<file path="config.mk">
export PLATFORM = sky130hd
export DESIGN_NAME = reg_arbiter_flat
export DESIGN_NICKNAME = d
export VERILOG_FILES = /design/src/rtl/reg_arbiter_if.sv /design/src/rtl/reg_arbiter.sv /design/src/flat_wrapper.sv
export SDC_FILE = /design/constraint.sdc
export NUM_CORES = 1
export LEC_CHECK = 0
export CORE_UTILIZATION = 44
export DETAILED_ROUTE_END_ITERATION = 8
export PLACE_DENSITY = 0.86
export SLEW_MARGIN = 20
export SYNTH_ARGS = -nofsm -noshare
export SYNTH_HDL_FRONTEND = slang
export SYNTH_SLANG_ARGS = --single-unit
</file>
<file path="constraint.sdc">
create_clock -name clk -period 5.89 [get_ports clk]
set_input_delay 1.178 -clock clk [delete_from_list [all_inputs] [get_ports clk]]
set_output_delay 1.178 -clock clk [all_outputs]
set_load 0.01 [all_outputs]
</file>
<file path="src/rtl/reg_arbiter_if.sv">
// Requester-side and register-bus signals of reg_arbiter bundled together.
// slave: arbiter view. master: requesters plus register block view.
interface reg_arbiter_if #(
    parameter int NUM_REQ = 4,
    parameter int AW      = 2,
    parameter int W_WIDTH = 8
);
    logic [NUM_REQ-1:0]         req;
    logic [NUM_REQ-1:0]         req_wr_rd_s;
    logic [NUM_REQ*AW-1:0]      req_addr;
    logic [NUM_REQ*W_WIDTH-1:0] req_wr_data;
    logic [NUM_REQ-1:0]         gnt;
    logic [NUM_REQ-1:0]         done;
    logic [W_WIDTH-1:0]         rsp_rd_data;
    logic                       rsp_err;
    logic                       sel_en;
    logic                       wr_rd_s;
    logic [AW-1:0]              addr;
    logic [W_WIDTH-1:0]         wr_data;
    logic [W_WIDTH-1:0]         rd_data;
    logic                       ack;

    modport slave (
        input  req, req_wr_rd_s, req_addr, req_wr_data, rd_data, ack,
        output gnt, done, rsp_rd_data, rsp_err, sel_en, wr_rd_s, addr, wr_data
    );

    modport master (
        output req, req_wr_rd_s, req_addr, req_wr_data, rd_data, ack,
        input  gnt, done, rsp_rd_data, rsp_err, sel_en, wr_rd_s, addr, wr_data
    );
endinterface

</file>
<file path="src/rtl/reg_arbiter.sv">
// Round-robin sharing of one register bus; BUSY timeout only when REG_ARB_TIMEOUT_EN is defined.
// Latency: command on bus one edge after req seen in IDLE; done one edge after ack (or timeout).
// Backpressure: requesters hold req until done; bus waits on ack; IDLE+DONE gap between commands.
module reg_arbiter #(
    parameter int NUM_REQ        = 4,
    parameter int NUM_OF_PORTS   = 4,
    parameter int W_WIDTH        = 8,
    parameter int TIMEOUT_CYCLES = 15
) (
    input logic          clk,
    input logic          rst,
    reg_arbiter_if.slave bus
);
    localparam int AW = (NUM_OF_PORTS > 1) ? $clog2(NUM_OF_PORTS) : 1;
    localparam int IW = (NUM_REQ > 1) ? $clog2(NUM_REQ) : 1;

    typedef enum logic [1:0] {IDLE, BUSY, DONE} state_t;

    state_t        state;
    logic [IW-1:0] last_gnt;
    logic [IW-1:0] cur;
    logic [IW-1:0] pick;
    logic [IW-1:0] cand;
    logic          pick_vld;
`ifdef REG_ARB_TIMEOUT_EN
    logic [7:0]    tmo_cnt;
`endif

    // Walk from farthest to nearest so the nearest requester after last_gnt wins.
    always_comb begin
        pick     = '0;
        cand     = '0;
        pick_vld = 1'b0;
        for (int k = NUM_REQ; k >= 1; k--) begin
            cand = IW'((int'(last_gnt) + k) % NUM_REQ);
            if (bus.req[cand]) begin
                pick     = cand;
                pick_vld = 1'b1;
            end
        end
    end

    always_ff @(posedge clk or posedge rst) begin
        if (rst) begin
            state           <= IDLE;
            last_gnt        <= IW'(NUM_REQ - 1);
            cur             <= '0;
            bus.sel_en      <= 1'b0;
            bus.gnt         <= '0;
            bus.done        <= '0;
            bus.rsp_err     <= 1'b0;
            bus.rsp_rd_data <= '0;
            bus.wr_rd_s     <= 1'b0;
            bus.addr        <= '0;
            bus.wr_data     <= '0;
`ifdef REG_ARB_TIMEOUT_EN
            tmo_cnt         <= '0;
`endif
        end else begin
            case (state)
                IDLE: begin
                    if (pick_vld) begin
                        state       <= BUSY;
                        cur         <= pick;
                        bus.sel_en  <= 1'b1;
                        bus.gnt     <= NUM_REQ'(1) << pick;
                        bus.wr_rd_s <= bus.req_wr_rd_s[pick];
                        bus.addr    <= bus.req_addr[int'(pick)*AW +: AW];
                        bus.wr_data <= bus.req_wr_data[int'(pick)*W_WIDTH +: W_WIDTH];
`ifdef REG_ARB_TIMEOUT_EN
                        tmo_cnt     <= '0;
`endif
                    end
                end
                BUSY: begin
                    if (bus.ack) begin
                        if (!bus.wr_rd_s) begin
                            bus.rsp_rd_data <= bus.rd_data;
                        end
                        bus.rsp_err <= 1'b0;
                        bus.sel_en  <= 1'b0;
                        bus.done    <= bus.gnt;
                        last_gnt    <= cur;
                        state       <= DONE;
                    end
`ifdef REG_ARB_TIMEOUT_EN
                    // Ack on the final allowed cycle takes priority over the timeout.
                    else if (tmo_cnt == 8'(TIMEOUT_CYCLES - 1)) begin
                        bus.rsp_err <= 1'b1;
                        bus.sel_en  <= 1'b0;
                        bus.done    <= bus.gnt;
                        last_gnt    <= cur;
                        state       <= DONE;
                    end else begin
                        tmo_cnt <= tmo_cnt + 8'd1;
                    end
`endif
                end
                DONE: begin
                    bus.done <= '0;
                    bus.gnt  <= '0;
                    state    <= IDLE;
                end
                default: state <= IDLE;
            endcase
        end
    end
endmodule

</file>
<file path="src/flat_wrapper.sv">
// flat-port wrapper written by rule: the top's interface ports become plain ports
module reg_arbiter_flat 
#(
    parameter int NUM_REQ        = 4,
    parameter int NUM_OF_PORTS   = 4,
    parameter int W_WIDTH        = 8,
    parameter int TIMEOUT_CYCLES = 15
)
  (clk, rst, bus_req, bus_req_wr_rd_s, bus_req_addr, bus_req_wr_data, bus_rd_data, bus_ack, bus_gnt, bus_done, bus_rsp_rd_data, bus_rsp_err, bus_sel_en, bus_wr_rd_s, bus_addr, bus_wr_data);
  reg_arbiter_if #(.NUM_REQ(NUM_REQ), .AW((2)), .W_WIDTH(W_WIDTH)) bus_i ();
  input logic clk;
  input logic rst;
  input wire logic [$bits(bus_i.req)-1:0] bus_req;
  input wire logic [$bits(bus_i.req_wr_rd_s)-1:0] bus_req_wr_rd_s;
  input wire logic [$bits(bus_i.req_addr)-1:0] bus_req_addr;
  input wire logic [$bits(bus_i.req_wr_data)-1:0] bus_req_wr_data;
  input wire logic [$bits(bus_i.rd_data)-1:0] bus_rd_data;
  input wire logic [$bits(bus_i.ack)-1:0] bus_ack;
  output wire logic [$bits(bus_i.gnt)-1:0] bus_gnt;
  output wire logic [$bits(bus_i.done)-1:0] bus_done;
  output wire logic [$bits(bus_i.rsp_rd_data)-1:0] bus_rsp_rd_data;
  output wire logic [$bits(bus_i.rsp_err)-1:0] bus_rsp_err;
  output wire logic [$bits(bus_i.sel_en)-1:0] bus_sel_en;
  output wire logic [$bits(bus_i.wr_rd_s)-1:0] bus_wr_rd_s;
  output wire logic [$bits(bus_i.addr)-1:0] bus_addr;
  output wire logic [$bits(bus_i.wr_data)-1:0] bus_wr_data;
  assign bus_i.req = bus_req;
  assign bus_i.req_wr_rd_s = bus_req_wr_rd_s;
  assign bus_i.req_addr = bus_req_addr;
  assign bus_i.req_wr_data = bus_req_wr_data;
  assign bus_i.rd_data = bus_rd_data;
  assign bus_i.ack = bus_ack;
  assign bus_gnt = bus_i.gnt;
  assign bus_done = bus_i.done;
  assign bus_rsp_rd_data = bus_i.rsp_rd_data;
  assign bus_rsp_err = bus_i.rsp_err;
  assign bus_sel_en = bus_i.sel_en;
  assign bus_wr_rd_s = bus_i.wr_rd_s;
  assign bus_addr = bus_i.addr;
  assign bus_wr_data = bus_i.wr_data;
  reg_arbiter #(.NUM_REQ(NUM_REQ), .NUM_OF_PORTS(NUM_OF_PORTS), .W_WIDTH(W_WIDTH), .TIMEOUT_CYCLES(TIMEOUT_CYCLES)) u_core (.clk(clk), .rst(rst), .bus(bus_i));
endmodule
</file>
# Word level (Yosys, flattened, before mapping)
# Cells that the tools add are included.
# op_classes
n_reduce_logical	11
shift	3
order_cmp	5
addsub	4
mux	28
n_eq_ne	4
n_bitwise	1
# op_table
op	count
$shiftx A32 B6 Y8	1
$pmux W4 S2	2
$lt A2 B3 Y1 const B	5
$mux W2	6
$mux W1	11
$bmux W1 S2	5
$reduce_and A2 Y1	5
$mux W4	2
$shiftx A8 B4 Y2	1
$reduce_and A3 Y1	2
$reduce_bool A2 Y1	3
$add A2 B1 Y2 const B	2
$add A2 B2 Y2 const B	2
$pmux W2 S2	1
$shl A1 B2 Y4 const A	1
$eq A2 B1 Y1 const B	1
$eq A2 B2 Y1 const B	1
$logic_not A2 Y1	1
$ne A2 B1 Y1 const B	1
$ne A2 B2 Y1 const B	1
$pmux W1 S2	1
$not A1 Y1	1
# word_totals
word_cells	66
regBits	34
inputBits	59
output_inout_bits	29

# Longest topological paths before layout
# Gate-level depths: netlist of run 1.
# depth
ltp_word	10
depth_mapped	7
depth_no_buf	5

# Worst setup path after synthesis of run 1
# No wires, ideal clock.
# synth_path
path_kind	input to register
start	in bus_req[3]
end	reg u_core.bus.wr_data[2]
path_slack_ns	3.314
cell_stages	6
required_time_ns	5.808
arrival_ns	2.495
n_path_buf	1
setup_time_ns	0.082
path_cell_list	nor2b_1 > a21o_1 > a211oi_4 > buf_8 > mux2_2 > a31oi_1
# synth_via
elab_chain_len	7
elab_cells_between_ends	18
classes_between	shift (1); mux (16); reduce/logical (1)
# synth_lines
item	line_no	text
start, declared	flat_wrapper.sv:13	input wire logic [$bits(bus_i.req)-1:0] bus_req;
$bmux W1 S2	reg_arbiter.sv:36	if (bus.req[cand]) begin
$mux W1 (implied by the code)	reg_arbiter.sv:36	
$mux W2 or $mux W1 (tied branches) (4 in series)	reg_arbiter.sv:36	
$shiftx A32 B6 Y8 or $reduce_and A2 Y1 (tied branches)	-	
end signal, assigned	reg_arbiter.sv:69	bus.wr_data <= bus.req_wr_data[int'(pick)*W_WIDTH +: W_WIDTH];
end, declared	reg_arbiter_if.sv:25	output gnt, done, rsp_rd_data, rsp_err, sel_en, wr_rd_s, addr, wr_data
# Parallel ways exist; a longest one is shown, timed or not. The select of a mux whose other input is x is not followed.
# A chain may end at the register's enable or synchronous reset.

# Worst setup path in the final report of run 1
# layout_path
start	in bus_req[3]
end	reg u_core.bus.wr_data[1]
# Same word-level chain as after synthesis.

==> results of run 1 <==
flip-flops by register name, indices dropped and copies added, names as in the netlist:
name                    flops
u_core.cur                  2
u_core.bus.sel_en           1
u_core.bus.wr_data          8
u_core.last_gnt             2
u_core.bus.wr_rd_s          1
u_core.bus.addr             2
u_core.bus.gnt              4
u_core.state                2
u_core.bus.done             4
u_core.bus.rsp_rd_data      8
cell usage in the layout, fill, tap and decap left out, types with 6 or more instances in the layout:
cell type / count
a22oi_1: 10
inv_1: 6
nor2_1: 13
mux2_2: 16
clkdlybuf4s50_1: 86
o21ai_0: 9
nand2_1: 29
a31oi_1: 14
dfrtp_1: 32
through the flow:
| step | total power, mW | hold WS [ps] |
|---|---|---|
| after CTS | 1.19 | 504 |
| after global routing | 1.27 | 526 |
| after floorplan | 0.762 | 473 |
| after global placement | 1.01 | 468 |
| after detailed placement | 1.03 | 493 |
| final | 1.18 | 498 |
worst register-to-register path, cell delays in order, from the launching register on:
cell and delay [ps]:
dfstp_2 580, nor2b_1 90, a21o_1 190, a211oi_4 780, mux2_2 420, a31oi_1 170
power by group through the flow:
stage	combinational, mW	sequential [mW]	clock [mW]
6_report	0.594	0.428	0.159
5_1_grt	0.649	0.443	0.176
4_1_cts	0.600	0.428	0.162
3_5_place_dp	0.599	0.431	0
3_3_place_gp	0.582	0.425	0
2_1_floorplan	0.310	0.452	0
layer usage:
| metal | share of wire | vias to the layer above |
|---|---|---|
| met2 | 0.52 | 49 |
| li1 | - | 804 |
| met1 | 0.41 | 779 |
| met5 | 0 | - |
| met4 | 0.019 | 0 |
| met3 | 0.051 | 7 |
how the worst max path moves through the flow:
stage          startpoint                     to  slack [ps]  cells after the start
2_1_floorplan  bus_req[3]  u_core.bus.wr_data[2]        3310                      6
3_3_place_gp   bus_req[3]     u_core.bus.wr_rd_s        2480                      6
3_5_place_dp   bus_req[3]     u_core.bus.addr[1]        2370                      6
4_1_cts        bus_req[3]  u_core.bus.wr_data[1]        2660                      6
5_1_grt        bus_req[3]  u_core.bus.wr_data[1]        2510                      6
6_report       bus_req[3]  u_core.bus.wr_data[1]        2650                      6
kinds of logic (layout without fill, tap and decap cells):
| family | after synthesis | after routing | synth area share |
|---|---|---|---|
| flops | 34 | 34 | 0.467 |
| buf+inv | 17 | 101 | 0.0548 |
| other cells | 1 | 1 | 0.00205 |
| mux | 21 | 21 | 0.134 |
| compound gates | 49 | 49 | 0.196 |
| simple gates | 59 | 59 | 0.146 |
layout make-up:
type | count | area [µm²] | area share
clock buffer | 7 | 76.3 | 0.0276
sequential | 34 | 853 | 0.308
inverter | 6 | 22.5 | 0.00813
tap | 50 | 62.6 | 0.0226
timing repair buffer | 88 | 876 | 0.316
multi-input combinational | 130 | 880 | 0.318
==> flow_summary.json, run 1 <==
{
  "first_pass_iters": 6,
  "wirelength_um": 4420,
  "initial_core_util": 0.457,
  "cts.path.max_buffers": 2,
  "hp-class": "flop to flop",
  "worst-path-buf-inv": 1,
  "cp_max_fo": 16,
  "core_mm2": 0.00400,
  "ys_seq_area_frac": 0.467,
  "pwr-share-seq": 0.362,
  "synthArstFlopShare": 1.00,
  "worst_slew_pin_slew_ps": 981,
  "setup_violations": 0,
  "synth_edf_count": 0,
  "grt_pass1_vias": 1623,
  "grt_busiest_layer": "met2",
  "met1_usage": 0.266,
  "wire_per_inst_um": 14.0,
  "reg2reg_from": "u_core.last_gnt[0]",
  "combPwrFrac": 0.503,
  "path_class": "input port to flop",
  "htree_levels": 2,
  "post_cts_buffers": 0,
  "placed_area_mm2": 0.00269,
  "met2_usage": 0.381,
  "syn_avg_cell_area_um2": 10.1,
  "fin_ws_ps": 2650,
  "layout_min_cycle_time_ps": 3240,
  "cts_inserted_buffers": 5,
  "p_leak_nw": 1.14,
  "synth_seq_cells": 34,
  "rsz0062_at_grt": "no",
  "placementRows": 23,
  "min_from": "u_core.bus.sel_en",
  "ctsRootBufferMaster": "clkbuf_8",
  "ant_nets": 0,
  "portBuffers": 86,
  "layout.nets": 324,
  "hold_viol": 0,
  "grt_pass1_wl_um": 7340,
  "fin_area_mm2": 0.00277,
  "drive_gt1_frac": 0.128,
  "crit_arrival_ps": 3440,
  "grt_max_degree": 35,
  "synth.top_cells.by_count": "dfrtp_1 (32), nand2_1 (29), mux2_2 (16), a31oi_1 (14), nor2_1 (13)",
  "hold_buffers": 0,
  "num_vias": 1639,
  "crit_family": "compound AO/OA/AOI/OAI gates",
  "fin_setup_tns_ps": 0,
  "clk_pin_slew_worst_paths_ps": 60,
  "rr_worst_depth": 5,
  "post-place-cells": 308,
  "r2r_end": "u_core.bus.wr_data[1]",
  "synth_top_area_share": 0.438,
  "grt_antenna_before_repair": 0,
  "netlist_instances": 181,
  "syn_nets": 240,
  "yosysUniqueCellTypes": 40,
  "io-pin-count": 88,
  "synthTopCellsByArea": "dfrtp_1 (44%), mux2_2 (9.9%), nand2_1 (6.0%)",
  "dr.first_iter.drc_count": 128,
  "skew_ps": 5.95,
  "peakVddDrop_uv": 202,
  "fin_crit_sh": 0.550,
  "slew_violations": 0,
  "path_cells": "clkdlybuf4s50_1, nor2b_1, a21o_1, a211oi_4, mux2_2, a31oi_1",
  "cts_repair_resize_count": 0,
  "p_per_area_mw_per_mm2": 426,
  "nFillCells": 332,
  "p_clk_frac": 0.135,
  "place_ws_ps": 2370,
  "dp_hpwl_um": 3310,
  "netlist_area_mm2": 0.00183,
  "antennaDiodeCount": 0,
  "clock_sinks": 34,
  "cts_tree": "done",
  "final_cells": 315,
  "min_delay_path_depth": 1,
  "gp_congestion": 0.715,
  "yosysTopAreaCell": "dfrtp_1",
  "yosys.cell_count.top_type": "dfrtp_1",
  "critPathMaxStageDelay_ps": 780,
  "synth_warnings": 0,
  "clock_latency_ps": 290,
  "cpMaxStageDelayCell": "a211oi_4",
  "use_met3": 0.0514,
  "fp.dieH_um": 66.5,
  "fmax_mhz": 309,
  "reg2reg_slack_ps": 3580,
  "whs_endpoint": "u_core.bus.sel_en",
  "internal_power_mw": 0.770,
  "sw_frac_of_total": 0.348,
  "area_growth_syn_to_layout_pct": 51.5,
  "slew_headroom": 0.346,
  "critPathLaunchType": "input port",
  "grtUsageTotal": 0.226,
  "final_core_util": 0.693,
  "drc_errors": 0,
  "grt_overflow": 0,
  "die-area_mm2": 0.00442,
  "end_kind": "flop",
  "outcome": "finished, final reports clean",
  "vias_per_cell": 5.20,
  "die_w_um": 66.5,
  "p_switching_mw": 0.411,
  "required_ps": 6090,
  "ys.flop_type": "dfrtp_1",
  "drv_cap": 0
}
(Power assumes the default switching activity.)
==> run 2: changes to the inputs <==
Settings changed: CORE_UTILIZATION 44 to 37, PLACE_DENSITY 0.86 to 0.77.
Clock period 5.89 ns to 2.7 ns, I/O delays scaled along.
==> run 2 against run 1 <==
Effect of this change:
- clock power rose by 140%
- combinational power rose by 120%
- sequential power rose by 120%
- sequential share of layout area fell by 0.76 points
- worst setup slack got worse by 2200 ps
- clock skew barely moved
- power rose by 120%
- die area rose by 18%
- critical path depth did not move
- count of clock-buffer cells in the layout rose by 1
- routed wire length fell by 2.9%
- largest cell class is now non-clock buffers
- highest routed layer unchanged
==> flow_summary.json, run 2 (synthesis results as in run 1) <==
{
  "post_cts_buffers": 0,
  "crit_arrival_ps": 2470,
  "vias_per_cell": 4.92,
  "slew_headroom": 0.531,
  "layout.nets": 327,
  "cpMaxStageDelayCell": "clkdlybuf4s50_1",
  "ctsRootBufferMaster": "clkbuf_8",
  "portBuffers": 86,
  "cts_inserted_buffers": 5,
  "fin_crit_sh": 0.842,
  "reg2reg_from": "u_core.last_gnt[0]",
  "path_cells": "clkdlybuf4s50_1, nor3_1, nor3_2, buf_4, nor2_1, a31oi_1",
  "fin_setup_tns_ps": 0,
  "grt_max_degree": 35,
  "core_mm2": 0.00472,
  "final_cell_mix": "clkdlybuf4s50_1 (86), dfrtp_1 (32), nand2_1 (29)",
  "mostFrequentLayoutCell": "clkdlybuf4s50_1",
  "hp-class": "flop to flop",
  "met2_usage": 0.291,
  "met1_usage": 0.215,
  "grt_pass1_vias": 1559,
  "outcome": "finished, final reports clean",
  "skew_ps": 6.07,
  "num_vias": 1654,
  "fmax_mhz": 440,
  "drive_gt1_frac": 0.141,
  "use_met3": 0.0514,
  "cp_max_fo": 18,
  "dr.first_iter.drc_count": 66,
  "grt_overflow": 0,
  "clock_latency_ps": 280,
  "antennaDiodeCount": 0,
  "wirelength_um": 4290,
  "fp.dieH_um": 72.3,
  "cts.path.max_buffers": 2,
  "initial_core_util": 0.387,
  "r2r_end": "u_core.bus.addr[0]",
  "cts_tree": "done",
  "slew_violations": 0,
  "crit_path_end": "u_core.bus.addr[0]",
  "reg2reg_slack_ps": 770,
  "rsz0062_at_grt": "no",
  "required_ps": 2890,
  "hold_viol": 0,
  "grt_busiest_layer": "met2",
  "cts_repair_resize_count": 0,
  "first_pass_iters": 4,
  "rr_worst_depth": 6,
  "placed_area_mm2": 0.00275,
  "worst_slew_pin_slew_ps": 699,
  "io-pin-count": 88,
  "grt_pass1_wl_um": 7070,
  "clock_sinks": 34,
  "hold_buffers": 0,
  "p_per_area_mw_per_mm2": 928,
  "fin_area_mm2": 0.00284,
  "htree_levels": 2,
  "grt_antenna_before_repair": 0,
  "dp_hpwl_um": 3200,
  "crit_path_start": "bus_req[1]",
  "critPathMaxStageDelay_ps": 650,
  "nFillCells": 393,
  "clk_pin_slew_worst_paths_ps": 70,
  "gp_congestion": 0.808,
  "grtUsageTotal": 0.173,
  "peakVddDrop_uv": 548,
  "top_regs": "u_core.bus.rsp_rd_data: 8 flops, u_core.bus.wr_data: 8 flops",
  "setup_violations": 0,
  "wire_per_inst_um": 12.8,
  "drc_errors": 0,
  "drv_cap": 0,
  "end_kind": "flop",
  "die-area_mm2": 0.00523,
  "die_w_um": 72.3,
  "area_growth_syn_to_layout_pct": 55.4,
  "ant_nets": 0,
  "p_leak_nw": 1.17,
  "path_class": "input port to flop",
  "critPathLaunchType": "input port",
  "placementRows": 25,
  "layout_min_cycle_time_ps": 2270
}
run 2: changes by cell type in the layout (fill, tap and decap cells not counted):
cell      change
buf_12        +1
clkbuf_8      +1
buf_4         +2
run 2: stage by stage:
step | power (mW) | util | hold slack, ps | std cells | setup slack (ps)
global route | 2.81 | 0.601 | 512 | 336 | 297
CTS | 2.67 | 0.601 | 498 | 336 | 423
floorplan | 1.66 | - | 473 | 181 | 762
detailed placement | 2.28 | 0.582 | 483 | 328 | 129
global placement | 2.26 | 0.582 | 477 | 328 | 247
finish | 2.64 | 0.601 | 493 | 336 | 427
run 2: layout make-up:
type                            count  area (µm²)  share of cell area
Multi-Input combinational cell    130         880               0.310
Clock buffer                        8        90.1              0.0317
Timing Repair Buffer               91         911               0.321
Tap cell                           67        83.8              0.0295
Sequential cell                    34         853               0.300
Inverter                            6        22.5             0.00793
run 2: layer usage:
layer	wire (µm)	up-vias	part of all wire
li1	-	815	-
met1	1860	773	0.43
met2	2060	59	0.48
met3	320	7	0.075
met4	51	0	0.012
met5	0	-	0
run 2: worst min-delay path by stage:
stage                          to                from  cells after the start  slack (ps)
3_3_place_gp   u_core.bus.done[2]  u_core.bus.done[2]                      2         480
6_report       u_core.bus.done[2]  u_core.bus.done[2]                      2         490
4_1_cts         u_core.bus.sel_en   u_core.bus.sel_en                      1         500
5_1_grt        u_core.bus.done[2]  u_core.bus.done[2]                      2         510
2_1_floorplan  u_core.last_gnt[1]       u_core.cur[1]                      2         470
3_5_place_dp    u_core.bus.sel_en   u_core.bus.sel_en                      1         480
run 2: worst max-delay path: cells and delay by family:
family,cells,cell delay [ps]
compound gates,1,160
buf+inv,2,990
simple gates,3,770
run 2: report_power, final:
group / internal (mW) / leakage (nW) / switching (mW)
combinational: 0.778 / 0.716 / 0.550
sequential: 0.757 / 0.406 / 0.171
clock: 0.208 / 0.0455 / 0.171
==> run 3: changes to the inputs <==
Settings changed: CORE_UTILIZATION 37 to 41, PLACE_DENSITY 0.77 to 0.81.
Clock period 2.7 ns to 2.3 ns, I/O delays scaled along.
==> run 3 against run 2 <==
Effect of this change:
- cell area rose by 2.0%
- register-to-register slack got worse by 360 ps
- clock power rose by 36%
- cell count fell by 3.3%
- first-iteration DRC count fell by 4.5%
- count of clock-buffer cells in the layout did not move
- largest cell class unchanged
- sequential share of layout area fell by 0.58 points
- highest routed layer unchanged
- non-clock buffer count rose by 6
- critical path type unchanged
- sequential power rose by 19%
==> flow_summary.json, run 3 (synthesis results as in run 1) <==
{
  "outcome": "finished, final reports clean",
  "initial_core_util": 0.441,
  "final_cells": 325,
  "p_per_area_mw_per_mm2": 1110,
  "hp-class": "flop to flop",
  "p_switching_mw": 1.08,
  "layout_min_cycle_time_ps": 2080,
  "ant_nets": 0,
  "top_regs": "u_core.bus.rsp_rd_data: 8 flops, u_core.bus.wr_data: 8 flops",
  "p_leak_nw": 1.21,
  "post-place-cells": 317,
  "cts.path.max_buffers": 2,
  "die_w_um": 68.8,
  "cts_inserted_buffers": 5,
  "first_pass_iters": 4,
  "drive_gt1_frac": 0.167,
  "htree_levels": 2,
  "post_cts_buffers": 0,
  "cts_tree": "done",
  "drv_cap": 0,
  "hold_buffers": 0,
  "drc_errors": 0,
  "final_cell_mix": "clkdlybuf4s50_1 (86), dfrtp_1 (32), nand2_1 (29)",
  "io-pin-count": 88,
  "placementRows": 23,
  "num_vias": 1698,
  "dp_hpwl_um": 3390,
  "skew_ps": 3.75,
  "internal_power_mw": 2.14,
  "clock_latency_ps": 280,
  "area_growth_syn_to_layout_pct": 58.5,
  "crit_arrival_ps": 2280,
  "hold_viol": 0,
  "wirelength_um": 4400,
  "grt_overflow": 0,
  "path_class": "input port to flop",
  "combPwrFrac": 0.500,
  "critPathLaunchType": "input port",
  "hold_ws_ps": 498,
  "setup_violations": 0,
  "vias_per_cell": 5.22,
  "grt_antenna_before_repair": 0,
  "clock_sinks": 34,
  "dr.first_iter.drc_count": 63,
  "wire_per_inst_um": 13.5,
  "cts_repair_resize_count": 0,
  "layout.nets": 333,
  "grtUsageTotal": 0.204,
  "pwr-share-seq": 0.341,
  "p_clk_frac": 0.160,
  "rsz0062_at_grt": "no",
  "end_kind": "flop",
  "required_ps": 2500,
  "ctsRootBufferMaster": "clkbuf_8",
  "antennaDiodeCount": 0,
  "sw_frac_of_total": 0.335,
  "clk_pin_slew_worst_paths_ps": 60,
  "slew_violations": 0,
  "peakVddDrop_uv": 556,
  "grt_pass1_wl_um": 7120,
  "portBuffers": 86,
  "finalPower_mw": 3.22,
  "core_mm2": 0.00414,
  "fin_setup_tns_ps": 0,
  "mostFrequentLayoutCell": "clkdlybuf4s50_1",
  "fmax_mhz": 481,
  "die-area_mm2": 0.00473,
  "grt_pass1_vias": 1661,
  "cp_max_fo": 16,
  "fin_crit_sh": 0.903,
  "nFillCells": 339,
  "gp_congestion": 0.765,
  "fp.dieH_um": 68.8,
  "grt_max_degree": 35
}
run 3: cell count changes in the layout (fill, tap and decap cells not counted), sizes merged:
cell  delta
buf      +6
run 3: power by group through the flow:
stage	sequential [mW]	combinational, mW	clock [mW]
global placement	1.09	1.59	0
global route	1.13	1.76	0.551
floorplan	1.16	0.793	0
CTS	1.09	1.63	0.525
detailed placement	1.10	1.62	0
finish	1.10	1.61	0.514
run 3: worst max-delay path, cell delays in order:
cell and delay [ps]:
clkdlybuf4s50_1 480, nor2b_1 180, a21o_1 180, a211oi_4 270, buf_12 190, mux2_2 340, a31oi_1 170
run 3: path summary, 6_finish.rpt:
path,start,endpoint,slack (ps),cells after the start
worst max-delay path,bus_req[3],u_core.bus.addr[0],220,7
worst min-delay path,u_core.bus.sel_en,u_core.bus.sel_en,500,1
worst max register to register,u_core.last_gnt[0],u_core.bus.addr[0],410,6
worst min register to register,u_core.bus.sel_en,u_core.bus.sel_en,500,1
max in group asynchronous,rst,u_core.last_gnt[0],1400,3
min in group asynchronous,rst,u_core.bus.rsp_rd_data[6],570,3
run 3: routing by layer:
layer  global-route usage  up-vias  wire [µm]
met3               0.0378        6        175
met4               0.0689        0         57
met2                0.368       50       2280
met1                0.241      815       1890
li1                     -      827          -
met5                    0        -          0
run 3: final cells by class:
class	count	area (µm²)	share of cell area
Clock buffer	8	110	0.0380
Tap cell	50	62.6	0.0216
Timing Repair Buffer	97	968	0.334
Sequential cell	34	853	0.295
Multi-Input combinational cell	130	880	0.304
Inverter	6	22.5	0.00778
run 3: per-stage QoR:
stage | worst slack, ps | instance area [µm²] | utilization
finish | 223 | 2900 | 0.699
global route | 130 | 2900 | 0.699
floorplan | 429 | 1830 | -
detailed placement | -76.1 | 2790 | 0.672
CTS | 207 | 2900 | 0.699
global placement | -20.7 | 2790 | 0.672
